**src/rtl/nanoz80_uart_pkg.sv**
```systemverilog
// rtl/nanoz80_uart_pkg.sv - shared types, constants and helpers for the nano-z80 UART
package nanoz80_uart_pkg;

  localparam int DATA_BITS = 8;

  typedef enum logic [2:0] {
    IDLE,
    START,
    DATA,
    STOP,
    BREAK
  } rx_state_t;

  function automatic int cpb(input int clk_hz, input int baud);
    return clk_hz / baud;
  endfunction

endpackage

```
**src/rtl/nanoz80_uart_rx_if.sv**
```systemverilog
// rtl/nanoz80_uart_rx_if.sv - serial line and CPU-side port bundle of the UART receiver
interface nanoz80_uart_rx_if;

  logic       uart_rx_i;
  logic       rd_i;
  logic       clr_err_i;
  logic [7:0] data_o;
  logic       rx_avail_o;
  logic       rx_full_o;
  logic       overrun_o;
  logic       frame_err_o;

  modport master (
    output uart_rx_i, rd_i, clr_err_i,
    input  data_o, rx_avail_o, rx_full_o, overrun_o, frame_err_o
  );

  modport slave (
    input  uart_rx_i, rd_i, clr_err_i,
    output data_o, rx_avail_o, rx_full_o, overrun_o, frame_err_o
  );

endinterface

```
**src/rtl/nanoz80_sync_fifo.sv**
```systemverilog
// rtl/nanoz80_sync_fifo.sv - first-word-fall-through FIFO with extra-MSB full/empty pointers
module nanoz80_sync_fifo #(
  parameter int WIDTH = 8,
  parameter int DEPTH = 16
) (
  input  logic             clk_i,
  input  logic             rst_i,
  input  logic             push_i,
  input  logic [WIDTH-1:0] push_data_i,
  input  logic             pop_i,
  output logic [WIDTH-1:0] data_o,
  output logic             empty_o,
  output logic             full_o,
  output logic             overflow_o
);

  localparam int AW = $clog2(DEPTH);

  logic [AW:0]      r_wr_ptr;
  logic [AW:0]      r_rd_ptr;
  logic [WIDTH-1:0] r_mem [DEPTH];

  logic w_empty;
  logic w_full;
  logic w_do_pop;
  logic w_do_push;

  assign w_empty   = (r_wr_ptr == r_rd_ptr);
  assign w_full    = (r_wr_ptr[AW] != r_rd_ptr[AW]) &&
                     (r_wr_ptr[AW-1:0] == r_rd_ptr[AW-1:0]);
  // A pop frees the head slot in the same cycle, so a full FIFO still accepts a push.
  assign w_do_pop  = pop_i && !w_empty;
  assign w_do_push = push_i && (!w_full || w_do_pop);

  always_ff @(posedge clk_i or posedge rst_i) begin
    if (rst_i) begin
      r_wr_ptr <= '0;
      r_rd_ptr <= '0;
    end else begin
      if (w_do_push) r_wr_ptr <= r_wr_ptr + (AW+1)'(1);
      if (w_do_pop)  r_rd_ptr <= r_rd_ptr + (AW+1)'(1);
    end
  end

  always_ff @(posedge clk_i) begin
    if (w_do_push) r_mem[r_wr_ptr[AW-1:0]] <= push_data_i;
  end

  assign data_o     = w_empty ? '0 : r_mem[r_rd_ptr[AW-1:0]];
  assign empty_o    = w_empty;
  assign full_o     = w_full;
  assign overflow_o = push_i && !w_do_push;

endmodule

```
**src/rtl/nanoz80_uart_rx.sv**
```systemverilog
// rtl/nanoz80_uart_rx.sv - 8N1 receiver with FIFO; NANOZ80_UART_RX_MAJORITY_EN enables 3-sample voting
module nanoz80_uart_rx
  import nanoz80_uart_pkg::*;
#(
  parameter int CLK_HZ     = 27000000,
  parameter int BAUD       = 115200,
  parameter int FIFO_DEPTH = 16
) (
  input  logic               clk_i,
  input  logic               rst_i,
  nanoz80_uart_rx_if.slave   bus
);

  localparam int CPB = cpb(CLK_HZ, BAUD);
  localparam int CW  = $clog2(CPB) + 1;
  localparam logic [CW-1:0] HALF_LOAD = CW'(CPB / 2 - 1);
  localparam logic [CW-1:0] FULL_LOAD = CW'(CPB - 1);
  localparam logic [2:0]    LAST_BIT  = 3'(DATA_BITS - 1);

  logic          r_sync1;
  logic          r_sync2;
  rx_state_t     r_state;
  rx_state_t     w_state_next;
  logic [CW-1:0] r_cnt;
  logic [2:0]    r_bit_idx;
  logic [7:0]    r_shift;
  logic          r_overrun;
  logic          r_frame_err;

  logic w_tick;
  logic w_act;
  logic w_bit;
  logic w_load_half;
  logic w_idx_clr;
  logic w_shift;
  logic w_push;
  logic w_frame_err_set;
  logic w_fifo_empty;
  logic w_fifo_full;
  logic w_fifo_ovf;

  always_ff @(posedge clk_i or posedge rst_i) begin
    if (rst_i) begin
      r_sync1 <= 1'b1;
      r_sync2 <= 1'b1;
    end else begin
      r_sync1 <= bus.uart_rx_i;
      r_sync2 <= r_sync1;
    end
  end

  assign w_tick = (r_cnt == '0) && (r_state inside {START, DATA, STOP});

`ifdef NANOZ80_UART_RX_MAJORITY_EN
  logic r_prev;
  logic r_s_m1;
  logic r_s_0;
  logic r_pend;

  // Votes over tick-1, tick, tick+1; the FSM acts one cycle after the tick.
  always_ff @(posedge clk_i or posedge rst_i) begin
    if (rst_i) begin
      r_prev <= 1'b1;
      r_s_m1 <= 1'b1;
      r_s_0  <= 1'b1;
      r_pend <= 1'b0;
    end else begin
      r_prev <= r_sync2;
      r_pend <= w_tick;
      if (w_tick) begin
        r_s_m1 <= r_prev;
        r_s_0  <= r_sync2;
      end
    end
  end

  assign w_act = r_pend;
  assign w_bit = (r_s_m1 & r_s_0) | (r_s_m1 & r_sync2) | (r_s_0 & r_sync2);
`else
  assign w_act = w_tick;
  assign w_bit = r_sync2;
`endif

  always_ff @(posedge clk_i or posedge rst_i) begin
    if (rst_i) r_state <= IDLE;
    else       r_state <= w_state_next;
  end

  always_comb begin
    w_state_next    = r_state;
    w_load_half     = 1'b0;
    w_idx_clr       = 1'b0;
    w_shift         = 1'b0;
    w_push          = 1'b0;
    w_frame_err_set = 1'b0;
    case (r_state)
      IDLE: begin
        if (!r_sync2) begin
          w_load_half  = 1'b1;
          w_state_next = START;
        end
      end
      START: begin
        if (w_act) begin
          if (!w_bit) begin
            w_idx_clr    = 1'b1;
            w_state_next = DATA;
          end else begin
            w_state_next = IDLE;
          end
        end
      end
      DATA: begin
        if (w_act) begin
          w_shift = 1'b1;
          if (r_bit_idx == LAST_BIT) w_state_next = STOP;
        end
      end
      STOP: begin
        if (w_act) begin
          if (w_bit) begin
            w_push       = 1'b1;
            w_state_next = IDLE;
          end else begin
            w_frame_err_set = 1'b1;
            w_state_next    = BREAK;
          end
        end
      end
      BREAK: begin
        if (r_sync2) w_state_next = IDLE;
      end
      default: w_state_next = IDLE;
    endcase
  end

  // The timer reloads on every tick so the next mid-bit point stays one bit period away.
  always_ff @(posedge clk_i or posedge rst_i) begin
    if (rst_i) begin
      r_cnt     <= '0;
      r_bit_idx <= '0;
      r_shift   <= '0;
    end else begin
      if (w_load_half)     r_cnt <= HALF_LOAD;
      else if (w_tick)     r_cnt <= FULL_LOAD;
      else if (r_cnt != 0) r_cnt <= r_cnt - CW'(1);

      if (w_idx_clr)    r_bit_idx <= '0;
      else if (w_shift) r_bit_idx <= r_bit_idx + 3'd1;

      if (w_shift) r_shift <= {w_bit, r_shift[7:1]};
    end
  end

  always_ff @(posedge clk_i or posedge rst_i) begin
    if (rst_i) begin
      r_overrun   <= 1'b0;
      r_frame_err <= 1'b0;
    end else begin
      if (w_fifo_ovf)         r_overrun <= 1'b1;
      else if (bus.clr_err_i) r_overrun <= 1'b0;

      if (w_frame_err_set)    r_frame_err <= 1'b1;
      else if (bus.clr_err_i) r_frame_err <= 1'b0;
    end
  end

  nanoz80_sync_fifo #(
    .WIDTH (8),
    .DEPTH (FIFO_DEPTH)
  ) u_fifo (
    .clk_i       (clk_i),
    .rst_i       (rst_i),
    .push_i      (w_push),
    .push_data_i (r_shift),
    .pop_i       (bus.rd_i),
    .data_o      (bus.data_o),
    .empty_o     (w_fifo_empty),
    .full_o      (w_fifo_full),
    .overflow_o  (w_fifo_ovf)
  );

  assign bus.rx_avail_o  = !w_fifo_empty;
  assign bus.rx_full_o   = w_fifo_full;
  assign bus.overrun_o   = r_overrun;
  assign bus.frame_err_o = r_frame_err;

endmodule

```
**src/flat_wrapper.sv**
```systemverilog
// flat-port wrapper written by rule: the top's interface ports become plain ports
module nanoz80_uart_rx_flat import nanoz80_uart_pkg::*;
#(
  parameter int CLK_HZ     = 27000000,
  parameter int BAUD       = 115200,
  parameter int FIFO_DEPTH = 16
)
  (clk_i, rst_i, bus_uart_rx_i, bus_rd_i, bus_clr_err_i, bus_data_o, bus_rx_avail_o, bus_rx_full_o, bus_overrun_o, bus_frame_err_o);
  nanoz80_uart_rx_if bus_i ();
  input  logic clk_i;
  input  logic rst_i;
  input wire logic [$bits(bus_i.uart_rx_i)-1:0] bus_uart_rx_i;
  input wire logic [$bits(bus_i.rd_i)-1:0] bus_rd_i;
  input wire logic [$bits(bus_i.clr_err_i)-1:0] bus_clr_err_i;
  output wire logic [$bits(bus_i.data_o)-1:0] bus_data_o;
  output wire logic [$bits(bus_i.rx_avail_o)-1:0] bus_rx_avail_o;
  output wire logic [$bits(bus_i.rx_full_o)-1:0] bus_rx_full_o;
  output wire logic [$bits(bus_i.overrun_o)-1:0] bus_overrun_o;
  output wire logic [$bits(bus_i.frame_err_o)-1:0] bus_frame_err_o;
  assign bus_i.uart_rx_i = bus_uart_rx_i;
  assign bus_i.rd_i = bus_rd_i;
  assign bus_i.clr_err_i = bus_clr_err_i;
  assign bus_data_o = bus_i.data_o;
  assign bus_rx_avail_o = bus_i.rx_avail_o;
  assign bus_rx_full_o = bus_i.rx_full_o;
  assign bus_overrun_o = bus_i.overrun_o;
  assign bus_frame_err_o = bus_i.frame_err_o;
  nanoz80_uart_rx #(.CLK_HZ(CLK_HZ), .BAUD(BAUD), .FIFO_DEPTH(FIFO_DEPTH)) u_core (.clk_i(clk_i), .rst_i(rst_i), .bus(bus_i));
endmodule
```
**config.mk**
```make
export PLATFORM = sky130hd
export DESIGN_NAME = nanoz80_uart_rx_flat
export DESIGN_NICKNAME = d
export VERILOG_FILES = /design/src/rtl/nanoz80_uart_pkg.sv /design/src/rtl/nanoz80_uart_rx_if.sv /design/src/rtl/nanoz80_sync_fifo.sv /design/src/rtl/nanoz80_uart_rx.sv /design/src/flat_wrapper.sv
export SDC_FILE = /design/constraint.sdc
export NUM_CORES = 1
export LEC_CHECK = 0
export ABC_AREA = 1
export ABC_CLOCK_PERIOD_IN_PS = 3800
export CAP_MARGIN = 20
export CELL_PAD_IN_SITES_DETAIL_PLACEMENT = 0
export CELL_PAD_IN_SITES_GLOBAL_PLACEMENT = 1
export CORE_ASPECT_RATIO = 0.8
export CORE_MARGIN = 10
export CORE_UTILIZATION = 25
export CTS_BUF_LIST = sky130_fd_sc_hd__clkbuf_16
export DETAILED_ROUTE_END_ITERATION = 10
export GPL_ROUTABILITY_DRIVEN = 0
export PLACE_DENSITY = 0.55
export SYNTH_ARGS = -nofsm -noshare
export SYNTH_HDL_FRONTEND = slang
export SYNTH_SLANG_ARGS = --single-unit
```
**constraint.sdc**
```tcl
create_clock -name clk_i -period 3.8 [get_ports clk_i]
set_clock_uncertainty 0.2 [all_clocks]
set_input_delay 0.76 -clock clk_i [delete_from_list [all_inputs] [get_ports clk_i]]
set_output_delay 0.76 -clock clk_i [all_outputs]
set_load 0.1 [all_outputs]
```
== Yosys cells after proc, flatten, opt, wreduce, memory -nomap -nowiden ==
Memories as Yosys holds them, arrays and structs flattened.
Cells that the tools add are included.
W data, S select, Z words.
Word-level totals
  register bits after elaboration: 37
  RAM bits: 128
  logic and storage cells: 77
  memories kept: 1
Cells by class
  add/subtract/negate cells: 4
  equal/unequal tests: 14
  multiplexer cells: 30
  reduce and logical (&&, ||, !) cells: 18
Memories
  u_core.u_fifo.r_mem: words 16, bits a word 8, rd ports 1, clocked after Yosys merged registers in 0, write ports 1, RTL line nanoz80_sync_fifo.sv:21  | logic [WIDTH-1:0] r_mem [DEPTH];
Operators with widths (number)
  $mux W3: 9
  $mux W9: 3
  $mux W1: 15
  $pmux W3 S5: 1
  $add A5 B1 Y5 const B: 2
  $logic_not A9 Y1: 1
  $reduce_bool A9 Y1: 1
  $sub A9 B1 Y9 const B: 1
  $mux W8: 1
  $ne A2 B1 Y1 const B: 4
  $eq A3 B2 Y1 const B: 2
  $eq A3 B3 Y1 const B: 2
  $reduce_and A6 Y1: 1
  $reduce_bool A2 Y1: 3
  $reduce_bool A3 Y1: 2
  $eq A5 B5 Y1: 1
  $logic_and A1 B1 Y1: 5
  $eq A4 B4 Y1: 1
  $ne A2 B2 Y1 const B: 2
  $add A3 B1 Y3 const B: 1
  $eq A3 B1 Y1 const B: 1
  $logic_not A1 Y1: 3
  $logic_not A3 Y1: 1
  $mux W2: 1
  other kinds (2): 2

== Depth between registers and ports, before layout ==
Gate-level depths: netlist of run 1.
  word-level depth: 9
  gate-level depth with buffers: 11

== By module ==
Synthesis of run 1 repeated with hierarchy kept, for this count alone.
Unflattened totals
  cell total of the unflattened synthesis: 817
  area total of the unflattened synthesis: 7632.3 sq um
Modules (own cells, without submodules)
  nanoz80_sync_fifo: times used 1, cells each 659, area each 6294.8 sq um, seq. area each 4093.9 sq um
  nanoz80_uart_rx: times used 1, cells each 158, area each 1337.5 sq um, seq. area each 678.2 sq um

== Worst setup path before layout of run 1 ==
Ideal clock, no wire load.
  path kind: reg-to-output
  from: register u_core.u_fifo.r_rd_ptr[3]
  to: output bus_data_o[2]
  arrival: 3.634 ns
  required time: 2.840 ns
  path slack: -0.794 ns
  stages on the path, launching flop included: 7
  buffers on the path: 2
  cells stage by stage: dfrtp_1 > buf_2 > xor2_1 > nor2_4 > nand3_1 > buf_2 > a21boi_0
Between the ends
  word-level cells in the longest chain between the ends: 2
Ends and longest elaborated chain
  start, declared: RTL line nanoz80_sync_fifo.sv:20  | logic [AW:0] r_rd_ptr;
  start signal, assigned: RTL line nanoz80_sync_fifo.sv:41  | if (w_do_pop) r_rd_ptr <= r_rd_ptr + (AW+1)'(1);
  $mem_v2 Z16 W8 or $eq A5 B5 Y1 (tied branches)
  $mux W8 *: RTL line nanoz80_sync_fifo.sv:49  | assign data_o = w_empty ? '0 : r_mem[r_rd_ptr[AW-1:0]];
  end, declared: RTL line flat_wrapper.sv:15  | output wire logic [$bits(bus_i.data_o)-1:0] bus_data_o;
Every way passes the cells marked *; elsewhere a longest branch is shown, timed or not.

== Worst setup path in the final report of run 1 ==
  from: register u_core.u_fifo.r_rd_ptr[0]
  to: output bus_data_o[7]
The elaborated chain is that of the path after synthesis.

==> results of run 1 <==
-- state kept, by name (all words and copies together) (netlist names) --
signal,cells
u_core.r_shift,8
u_core.r_sync1,1
u_core.u_fifo.r_wr_ptr,5
u_core.u_fifo.r_rd_ptr,5
u_core.r_cnt,9
u_core.bus.frame_err_o,1
u_core.r_bit_idx,3
u_core.r_sync2,1
u_core.bus.overrun_o,1
u_core.u_fifo.r_mem,128
u_core.r_state,3
-- worst min-delay path by stage --
stage / cells after the start / startpoint / endpoint / slack, ps
after global placement: 0 / u_core.r_sync1 / u_core.r_sync2 / 150
after floorplan: 0 / u_core.r_sync1 / u_core.r_sync2 / 150
after global routing: 0 / u_core.r_sync1 / u_core.r_sync2 / 160
after detailed placement: 0 / u_core.r_sync1 / u_core.r_sync2 / 150
after CTS: 0 / u_core.r_sync1 / u_core.r_sync2 / 160
final: 0 / u_core.r_sync1 / u_core.r_sync2 / 160
-- cells in the final DEF, fill, tap and decap left out, drive strengths merged, types with 6 or more instances in the layout --
cell	n
clkbuf	17
o21ai	76
o211ai	13
clkdlybuf4s50	6
dfrtp	35
nand3	53
ha	8
nor2	135
inv	42
nand2	83
a21oi	15
nor3	15
buf	37
edfxtp	128
xor2	8
-- metal layers --
| layer | routed length [µm] | up-vias | share of wire, % |
|---|---|---|---|
| met5 | 0 | - | 0 |
| met4 | 146 | 0 | 0.79 |
| met3 | 569 | 9 | 3.1 |
| met2 | 8620 | 60 | 47 |
| met1 | 9100 | 2258 | 49 |
| li1 | - | 2314 | - |
-- logic make-up (layout without fill, tap and decap cells) --
group                    Yosys count  after routing
flip-flops                       165            165
buffers and inverters             68            109
XOR/XNOR                          12             12
AO/OA/AOI/OAI                    111            111
adder cells (fa/ha/maj)            8              8
AND/OR/NAND/NOR                  290            290
-- critical path, stage by stage (launching register included) --
cell and delay [ps]:
dfrtp_2 430, buf_4 250, nand2_1 110, nand2_1 60, nor2_2 170, nand3_1 490
a21boi_2 370, buf_12 170
-- power by group through the flow --
| stage | Combinational, µW | Sequential, µW | Clock (µW) |
|---|---|---|---|
| 2_1_floorplan | 1800 | 2000 | 0 |
| 3_3_place_gp | 2690 | 2040 | 0 |
| 3_5_place_dp | 2660 | 2040 | 0 |
| 4_1_cts | 2670 | 2000 | 1790 |
| 5_1_grt | 2880 | 2010 | 1870 |
| 6_report | 2650 | 2010 | 1750 |
-- through the flow --
step	instances	power (µW)	instance area, µm²
global route	1065	6750	8490
finish	1065	6410	8490
global placement	1034	4720	7900
floorplan	654	3810	7120
CTS	1065	6470	8490
detailed placement	1034	4710	7900
-- layout make-up --
| cell class | instances | area [µm²] |
|---|---|---|
| inverter | 35 | 131 |
| fill | 2834 | 19700 |
| sequential | 165 | 4770 |
| tap | 370 | 463 |
| timing repair buffer | 43 | 463 |
| multi-input combinational | 421 | 2070 |
| clock buffer | 17 | 425 |
| clock inverter | 14 | 168 |
==> metrics.csv, run 1 <==
stage,metric,value,unit
status,run_status,"finished, final reports clean",
sta,period_minus_slack,3470,ps
global_route,grt-busiest-layer,met2,
sta,layout_worst_path_cycle_share,91.2,%
yosys,synthMuxAreaShare,0,%
detailed_routing,drc_errors,0,
yosys,synth.most_common_cell,nor2_1,
placed_design,place_ws,795,ps
setup_path,cp-startpoint,u_core.u_fifo.r_rd_ptr[0],
yosys,ys_types,32,
global_route,grt_pass1_vias,4650,
setup_path,cp-endpoint,bus_data_o[7],
sta,worst_pin_slew,996,ps
cts,cts_tree,yes,
global_route,antenna_found_initial,1,
cts,clock-root-buffer,clkbuf_16,
cts,cts.sinks,165,
setup_path,r2r_cells,9,
cts,cts_made_buffers,17,
min_path,hp-class,register to register,
pwr,intPower,3770,µW
yosys,synth.avg_cell_area,10.9,µm²
cells_and_area,area_delta_synth_final,19.4,%
yosys,synthArstFlopShare,22.4,%
setup_path,crit_type,register to primary output,
yosys,yosys.area_share.simple,17.6,%
detailed_routing,ant_nets,0,
setup_path,crit_required,2840,ps
cts,post_cts_resized,0,
detailed_routing,avgViaCountPerCell,4.36,
cts,hold_buffers,0,
cts,clk_pin_slew,70,ps
global_route,use_met2,16.7,%
setup_path,regToRegSetupSlack,1310,ps
detailed_routing,vias,4641,
cts,clk_latency,430,ps
global_route,grt_overflow_total,0,
detailed_routing,post_drt_wl_per_cell,17.3,µm
cts,htreeDepth,4,
cells_and_area,utilization,30.2,%
setup_path,rr_endpoint,u_core.u_fifo.r_rd_ptr[3],
yosys,ys_warn_count,0,
setup_path,r2r_start,u_core.u_fifo.r_rd_ptr[0],
placed_design,port_buffers,16,
sta,slew_headroom,33.4,%
yosys,synth_commonest_cells,"nor2_1 (129), edfxtp_1 (128), nand2_1 (80)",
die,start_util,25.3,%
global_route,grt_max_degree,36,
yosys,synth_nets,667,
cts,clockBufferDepth,2,
setup_path,crit_path_end_kind,primary output,
yosys,netlist_top_cells_area,"edfxtp_1 (54%), dfrtp_1 (12%), nor2_1 (6.8%)",
global_route,grt.total_usage,10.5,%
pwr,p_sw_share,41.2,%
pwr,p_sw,2640,µW
flow_run,drv_cap,0,
sta,setup_viol,0,
yosys,synth_seq_cells,165,
sta,max_freq,289,MHz
cells_and_area,drive_above_1_share,12.7,%
die,io_pins,17,
sta,fin_ws,335,ps
pwr,seqPwrFrac,31.3,%
yosys,synth_xor_area_share,1.48,%
pwr,power_density,754,nW/µm²
yosys,netlist_area,7110,µm²
sta,whs,157,ps
yosys,synth_top_family_by_area,simple AND/OR/NAND/NOR gates,
placed_design,dp.final_hpwl,11600,µm
yosys,synth-compound-area-share,8.44,%
die,die_x,209,µm
yosys,yosysTopAreaCell,edfxtp_1,
setup_path,arrival,2510,ps
sta,setup_tns,0,ps
die,die_area,35600,µm²
detailed_routing,wl,18400,µm
setup_path,critPathMaxFanout,35,
pwr,leakage,0.00347,µW
setup_path,critPathLaunchType,register,
cells_and_area,n_antenna_cell,0,
global_route,grt_first_pass_wirelength,28500,µm
pwr,pwr-share-comb,41.4,%
pwr,ir_drop,1.24,mV
die,row_count,55,
detailed_routing,dr.pass1.iters,4,
global_route,use_met3,2.24,%
yosys,synth_ff_type,edfxtp_1,
pwr,pwr-share-clk,27.3,%
die,core-area,28100,µm²
yosys,netlist.area_leader.share,54.0,%
global_route,met1_usage,14.3,%
die,die_y,171,µm
yosys,seq_area_frac_synth,67.1,%
sta,slew_viol_final,0,
yosys,synthAdderAreaFrac,1.41,%
sta,hold_violations,0,
detailed_routing,drt_iter0_markers,302,
cts,cts_setup_buffers,0,
yosys,syn_inst,654,
yosys,synth-edff-count,128,
cells_and_area,nNetsFinal,696,
sta,rsz0062_at_grt,false,
No activity file was read; power rests on OpenSTA's default activity.
==> run 2: changes to the inputs <==
- ABC_CLOCK_PERIOD_IN_PS: 3800 -> 4240
- CORE_UTILIZATION: 25 -> 35
- PLACE_DENSITY: 0.55 -> 0.68
- clock period: 3.8 -> 4.24 ns (I/O delays scaled with it)
==> metrics.csv, run 2 (synthesis gave the netlist of run 1 again) <==
stage,metric,value,unit,change
cts,cts_tree,yes,,
setup_path,r2r_start,u_core.r_cnt[0],,
setup_path,cp-endpoint,bus_data_o[1],,
cells_and_area,fill_cells,1897,,-33%
global_route,antenna_found_initial,0,,-1
cts,clockBufferDepth,2,,unchanged
sta,slew_headroom,28.6,%,-4.8 points
sta,layout_worst_path_cycle_share,91.7,%,
detailed_routing,avgViaCountPerCell,5.03,,+15%
cells_and_area,most-common-layout-cells,"nor2_1 (129), edfxtp_1 (128), nand2_1 (80)",,
cells_and_area,nNetsFinal,689,,-1.0%
cells_and_area,mostFrequentLayoutCell,nor2_1,,
setup_path,crit_path_end_kind,primary output,,
setup_path,crit_required,3190,ps,+350 ps
cts,clk_latency,420,ps,about the same
placed_design,place_area,7700,µm²,-2.5%
detailed_routing,drt_iter0_markers,489,,+62%
global_route,grt_overflow_total,0,,unchanged
detailed_routing,post_drt_wl_per_cell,18.1,µm,+4.7%
pwr,pwr-share-comb,40.6,%,-0.8 points
die,io_pins,17,,unchanged
detailed_routing,drc_errors,0,,unchanged
pwr,intPower,3350,µW,-11%
cts,cts_setup_buffers,0,,unchanged
pwr,pwr-share-clk,27.3,%,about the same
sta,whs,156,ps,-0.191 ps
global_route,grt.total_usage,13.4,%,+2.9 points
die,row_count,46,,-16%
detailed_routing,ant_nets,0,,unchanged
cells_and_area,largest_reg_flops,128,,unchanged
die,die_area,26500,µm²,-26%
cts,clk_pin_slew,70,ps,about the same
global_route,grt_pass1_vias,4830,,+3.9%
detailed_routing,vias,4796,,+3.3%
sta,slew_viol_final,0,,unchanged
pwr,leakage,0.00343,µW,-1.1%
cts,cts_made_buffers,17,,unchanged
pwr,power_density,681,nW/µm²,-9.7%
cts,post_cts_resized,0,,unchanged
setup_path,r2r_cells,8,,-1
pwr,ir_drop,0.505,mV,-59%
setup_path,cp-startpoint,u_core.u_fifo.r_rd_ptr[0],,
pwr,p_sw,2300,µW,-13%
setup_path,regToRegSetupSlack,1400,ps,+90 ps
pwr,p_sw_share,40.8,%,-0.48 points
cells_and_area,fin_area,8300,µm²,-2.3%
sta,worst_pin_slew,1070,ps,+70.7 ps
die,die_x,179,µm,-14%
setup_path,critPathMaxFanout,44,,+26%
cts,clock-root-buffer,clkbuf_16,,
cells_and_area,area_delta_synth_final,16.7,%,
detailed_routing,dr.pass1.iters,5,,+1
cts,cts.sinks,165,,unchanged
sta,hold_violations,0,,unchanged
cells_and_area,n_antenna_cell,0,,unchanged
placed_design,port_buffers,16,,unchanged
global_route,grt_max_degree,54,,+50%
die,core-area,19900,µm²,-29%
pwr,total_power,5650,µW,-12%
setup_path,arrival,2840,ps,+330 ps
sta,setup_viol,0,,unchanged
global_route,grt_first_pass_wirelength,27400,µm,-3.7%
flow_run,drv_cap,0,,unchanged
cells_and_area,drive_above_1_share,11.5,%,-1.2 points
pwr,seqPwrFrac,32.0,%,+0.7 points
setup_path,crit_type,register to primary output,,
placed_design,dp.final_hpwl,11000,µm,-5.8%
detailed_routing,wl,17300,µm,-6.3%
status,run_status,"finished, final reports clean",,
cells_and_area,utilization,41.7,%,+12 points
setup_path,critPathLaunchType,register,,
min_path,hold_depth,0,,unchanged
setup_path,rr_endpoint,u_core.u_fifo.r_mem[7][6],,
die,start_util,35.7,%,+10 points
cts,hold_buffers,0,,unchanged
sta,rsz0062_at_grt,false,,
die,die_y,148,µm,-14%
min_path,hp-class,register to register,,
sta,max_freq,257,MHz,
sta,period_minus_slack,3890,ps,
cts,htreeDepth,4,,unchanged
[run 2: cell types whose count changed in the layout (fill, tap and decap cells not counted)]
cell / delta
buf_4: -7
clkinv_4: +4
a21boi_0: +3
a21boi_2: -3
inv_6: -3
clkinv_8: -1
inv_8: +1
[run 2: critical path: stages (launching register included)]
cell     delay [ps]
dfrtp_2         540
inv_2           310
buf_4           460
nor2_1           80
nor2_1           80
o21ai_0          80
nand3_1         140
nand2_1         110
nand2_1          80
nand2_1          60
nor2_1          250
buf_12          210
[run 2: worst min path at each step]
| stage | startpoint | end | slack [ps] |
|---|---|---|---|
| after global routing | u_core.r_sync1 | u_core.r_sync2 | 170 |
| after floorplan | u_core.r_sync1 | u_core.r_sync2 | 150 |
| after detailed placement | u_core.r_sync1 | u_core.r_sync2 | 150 |
| final | u_core.r_sync1 | u_core.r_sync2 | 160 |
| after CTS | u_core.r_sync1 | u_core.r_sync2 | 160 |
| after global placement | u_core.r_sync1 | u_core.r_sync2 | 150 |
[run 2: layout make-up]
| cell class | count | area, µm² | area share [%] |
|---|---|---|---|
| well taps | 264 | 330 | 3.98 |
| inverters | 35 | 131 | 1.58 |
| clock buffers | 17 | 425 | 5.12 |
| multi-input cells | 421 | 2060 | 24.8 |
| flip-flops and latches | 165 | 4770 | 57.5 |
| clock inverters | 15 | 171 | 2.06 |
| repair buffers | 36 | 410 | 4.94 |
[run 2: layer usage]
| metal | part of all wire [%] | global-route usage [%] | vias up |
|---|---|---|---|
| li1 | - | - | 2307 |
| met1 | 47 | 18.7 | 2363 |
| met2 | 47 | 20.8 | 115 |
| met3 | 5.3 | 2.95 | 11 |
| met4 | 0.74 | 3.11 | 0 |
| met5 | 0 | 0 | - |
[run 2: per-stage QoR]
step	setup slack, ps	cells	TNS (ps)
6_report	352	953	0
5_1_grt	86.0	953	0
4_1_cts	336	953	0
3_5_place_dp	789	921	0
3_3_place_gp	820	921	0
2_1_floorplan	-442	654	-1320
[run 2: power by group through the flow]
stage	sequential, µW	clock, µW	combinational, µW
after floorplan	1790	0	1600
after global placement	1840	0	2310
after detailed placement	1840	0	2310
after CTS	1810	1580	2310
after global routing	1810	1630	2480
final	1810	1550	2300
==> run 3: changes to the inputs <==
- CORE_MARGIN: 10 -> 4
==> metrics.csv, run 3 (synthesis gave the netlist of run 1 again) <==
stage,metric,value,unit,change
status,run_status,"finished, final reports clean",,
cts,htreeDepth,4,,unchanged
cells_and_area,mostFrequentLayoutCell,nor2_1,,
die,row_count,46,,unchanged
die,die_area,22700,µm²,-14%
detailed_routing,ant_nets,0,,unchanged
pwr,ir_drop,0.551,mV,+9.1%
cts,cts_made_buffers,17,,unchanged
detailed_routing,post_drt_wl_per_cell,18.1,µm,-0.21%
setup_path,crit_type,register to primary output,,
cts,post_cts_resized,0,,unchanged
cts,clk_latency,430,ps,about the same
die,io_pins,17,,unchanged
min_path,hp-class,register to register,,
cts,clockBufferDepth,2,,unchanged
global_route,grt_pass1_vias,4720,,-2.3%
cts,cts.sinks,165,,unchanged
setup_path,regToRegSetupSlack,1390,ps,about the same
global_route,grt.total_usage,15.8,%,+2.4 points
detailed_routing,vias,4816,,+0.42%
sta,period_minus_slack,3860,ps,-29.0 ps
min_path,holdPathEnd,u_core.r_sync2,,
cts,cts_setup_buffers,0,,unchanged
pwr,leakage,0.00347,µW,+1.1%
sta,rsz0062_at_grt,false,,
detailed_routing,drc_errors,0,,unchanged
sta,fin_ws,381,ps,+29.0 ps
cells_and_area,largest_reg_flops,128,,unchanged
placed_design,port_buffers,16,,unchanged
min_path,hp-start,u_core.r_sync1,,
sta,setup_tns,0,ps,unchanged
setup_path,crit_path_end_kind,primary output,,
pwr,power_density,691,nW/µm²,+1.5%
global_route,grt_overflow_total,0,,unchanged
detailed_routing,drt_iter0_markers,421,,-14%
setup_path,crit_required,3190,ps,about the same
setup_path,crit_buf_inv,3,,unchanged
cells_and_area,area_delta_synth_final,17.8,%,
cts,clock-root-buffer,clkbuf_16,,
sta,slew_viol_final,0,,unchanged
placed_design,dp.final_hpwl,11000,µm,+0.25%
detailed_routing,dr.pass1.iters,5,,unchanged
cts,hold_buffers,0,,unchanged
setup_path,r2r_start,u_core.r_cnt[0],,
detailed_routing,wl,17300,µm,-0.10%
sta,layout_worst_path_cycle_share,91.0,%,-0.68 points
flow_run,drv_cap,0,,unchanged
placed_design,place_inst,922,,+0.11%
die,die_x,167,µm,-6.7%
setup_path,rr_endpoint,u_core.u_fifo.r_mem[11][5],,
cts,clk_pin_slew,70,ps,about the same
setup_path,cp_top_family,simple AND/OR/NAND/NOR gates,,
global_route,antenna_found_initial,0,,unchanged
global_route,grt_max_degree,63,,+17%
global_route,grt_first_pass_wirelength,27400,µm,about the same
setup_path,critPathLaunchType,register,,
setup_path,worstPathCellList,"inv_2, buf_4, nor2_1, nor2_1, o21ai_0, nand3_1, nand2_1, nand2_1, nand2_1, nor2_1, buf_12",,
sta,worst_pin_slew,968,ps,-98.1 ps
setup_path,worst_path_largest_cell_delay,540,ps,about the same
detailed_routing,avgViaCountPerCell,5.05,,+0.31%
placed_design,place_ws,868,ps,+79.4 ps
setup_path,r2r_cells,8,,unchanged
cts,cts_tree,yes,,
sta,max_freq,259,MHz,+0.75%
cells_and_area,n_antenna_cell,0,,unchanged
cells_and_area,most-common-layout-cells,"nor2_1 (129), edfxtp_1 (128), nand2_1 (80)",,
min_path,hold_depth,0,,unchanged
die,die_y,136,µm,-8.1%
setup_path,critPathMaxFanout,62,,+41%
cells_and_area,drive_above_1_share,11.6,%,+0.13 points
cells_and_area,final_cells,954,,+0.10%
die,core-area,19900,µm²,unchanged
sta,setup_viol,0,,unchanged
sta,hold_violations,0,,unchanged
setup_path,slowest_stage,dfrtp_2,,
die,start_util,35.7,%,unchanged
setup_path,arrival,2810,ps,-30 ps
sta,slew_headroom,35.3,%,+6.6 points
cells_and_area,nNetsFinal,690,,+0.15%
run 3: worst reg2reg max path, delay by kind of cell, from the launching register on:
kind | cells | cell delay (ps)
buffers and inverters | 1 | 90
and+or+nand+nor | 6 | 1550
DFF | 1 | 380
adders and majority gates | 1 | 250
run 3: cell type report:
| class | count | area, µm² |
|---|---|---|
| Multi-Input combinational cell | 421 | 2060 |
| Clock inverter | 15 | 220 |
| Sequential cell | 165 | 4770 |
| Fill cell | 1917 | 11500 |
| Tap cell | 264 | 330 |
| Clock buffer | 17 | 425 |
| Timing Repair Buffer | 37 | 438 |
| Inverter | 35 | 131 |
run 3: through the flow:
| stage | util (%) | instance area (µm²) | power, µW | hold slack [ps] |
|---|---|---|---|---|
| finish | 42.1 | 8380 | 5790 | 157 |
| CTS | 42.1 | 8380 | 5840 | 159 |
| floorplan | - | 7110 | 3390 | 145 |
| detailed placement | 38.8 | 7730 | 4160 | 149 |
| global placement | 38.7 | 7700 | 4150 | 147 |
| global route | 42.1 | 8380 | 6080 | 169 |
run 3: report_power, final:
part	internal (µW)	total (µW)	leakage, µW	switching [µW]
clock	1000	1680	0.000311	675
sequential	1750	1800	0.00198	47.5
combinational	723	2320	0.00119	1590
total	3470	5790	0.00347	2320
run 3: layer usage:
metal | global-route usage, % | routed length [µm] | vias up
li1 | - | - | 2295
met2 | 23.6 | 7780 | 120
met5 | 0 | 0 | -
met1 | 23.4 | 8320 | 2388
met3 | 3.53 | 969 | 13
met4 | 4.24 | 184 | 0
run 3: how the worst max path moves through the flow:
stage,startpoint,end,slack (ps),cells past startpoint
final,u_core.u_fifo.r_rd_ptr[0],bus_data_o[3],380,11
after global routing,u_core.u_fifo.r_rd_ptr[0],bus_data_o[2],160,9
after CTS,u_core.u_fifo.r_rd_ptr[0],bus_data_o[6],400,8
after detailed placement,u_core.u_fifo.r_rd_ptr[0],bus_data_o[6],870,8
after global placement,u_core.u_fifo.r_rd_ptr[0],bus_data_o[5],890,11
after floorplan,u_core.u_fifo.r_rd_ptr[3],bus_data_o[2],-440,6
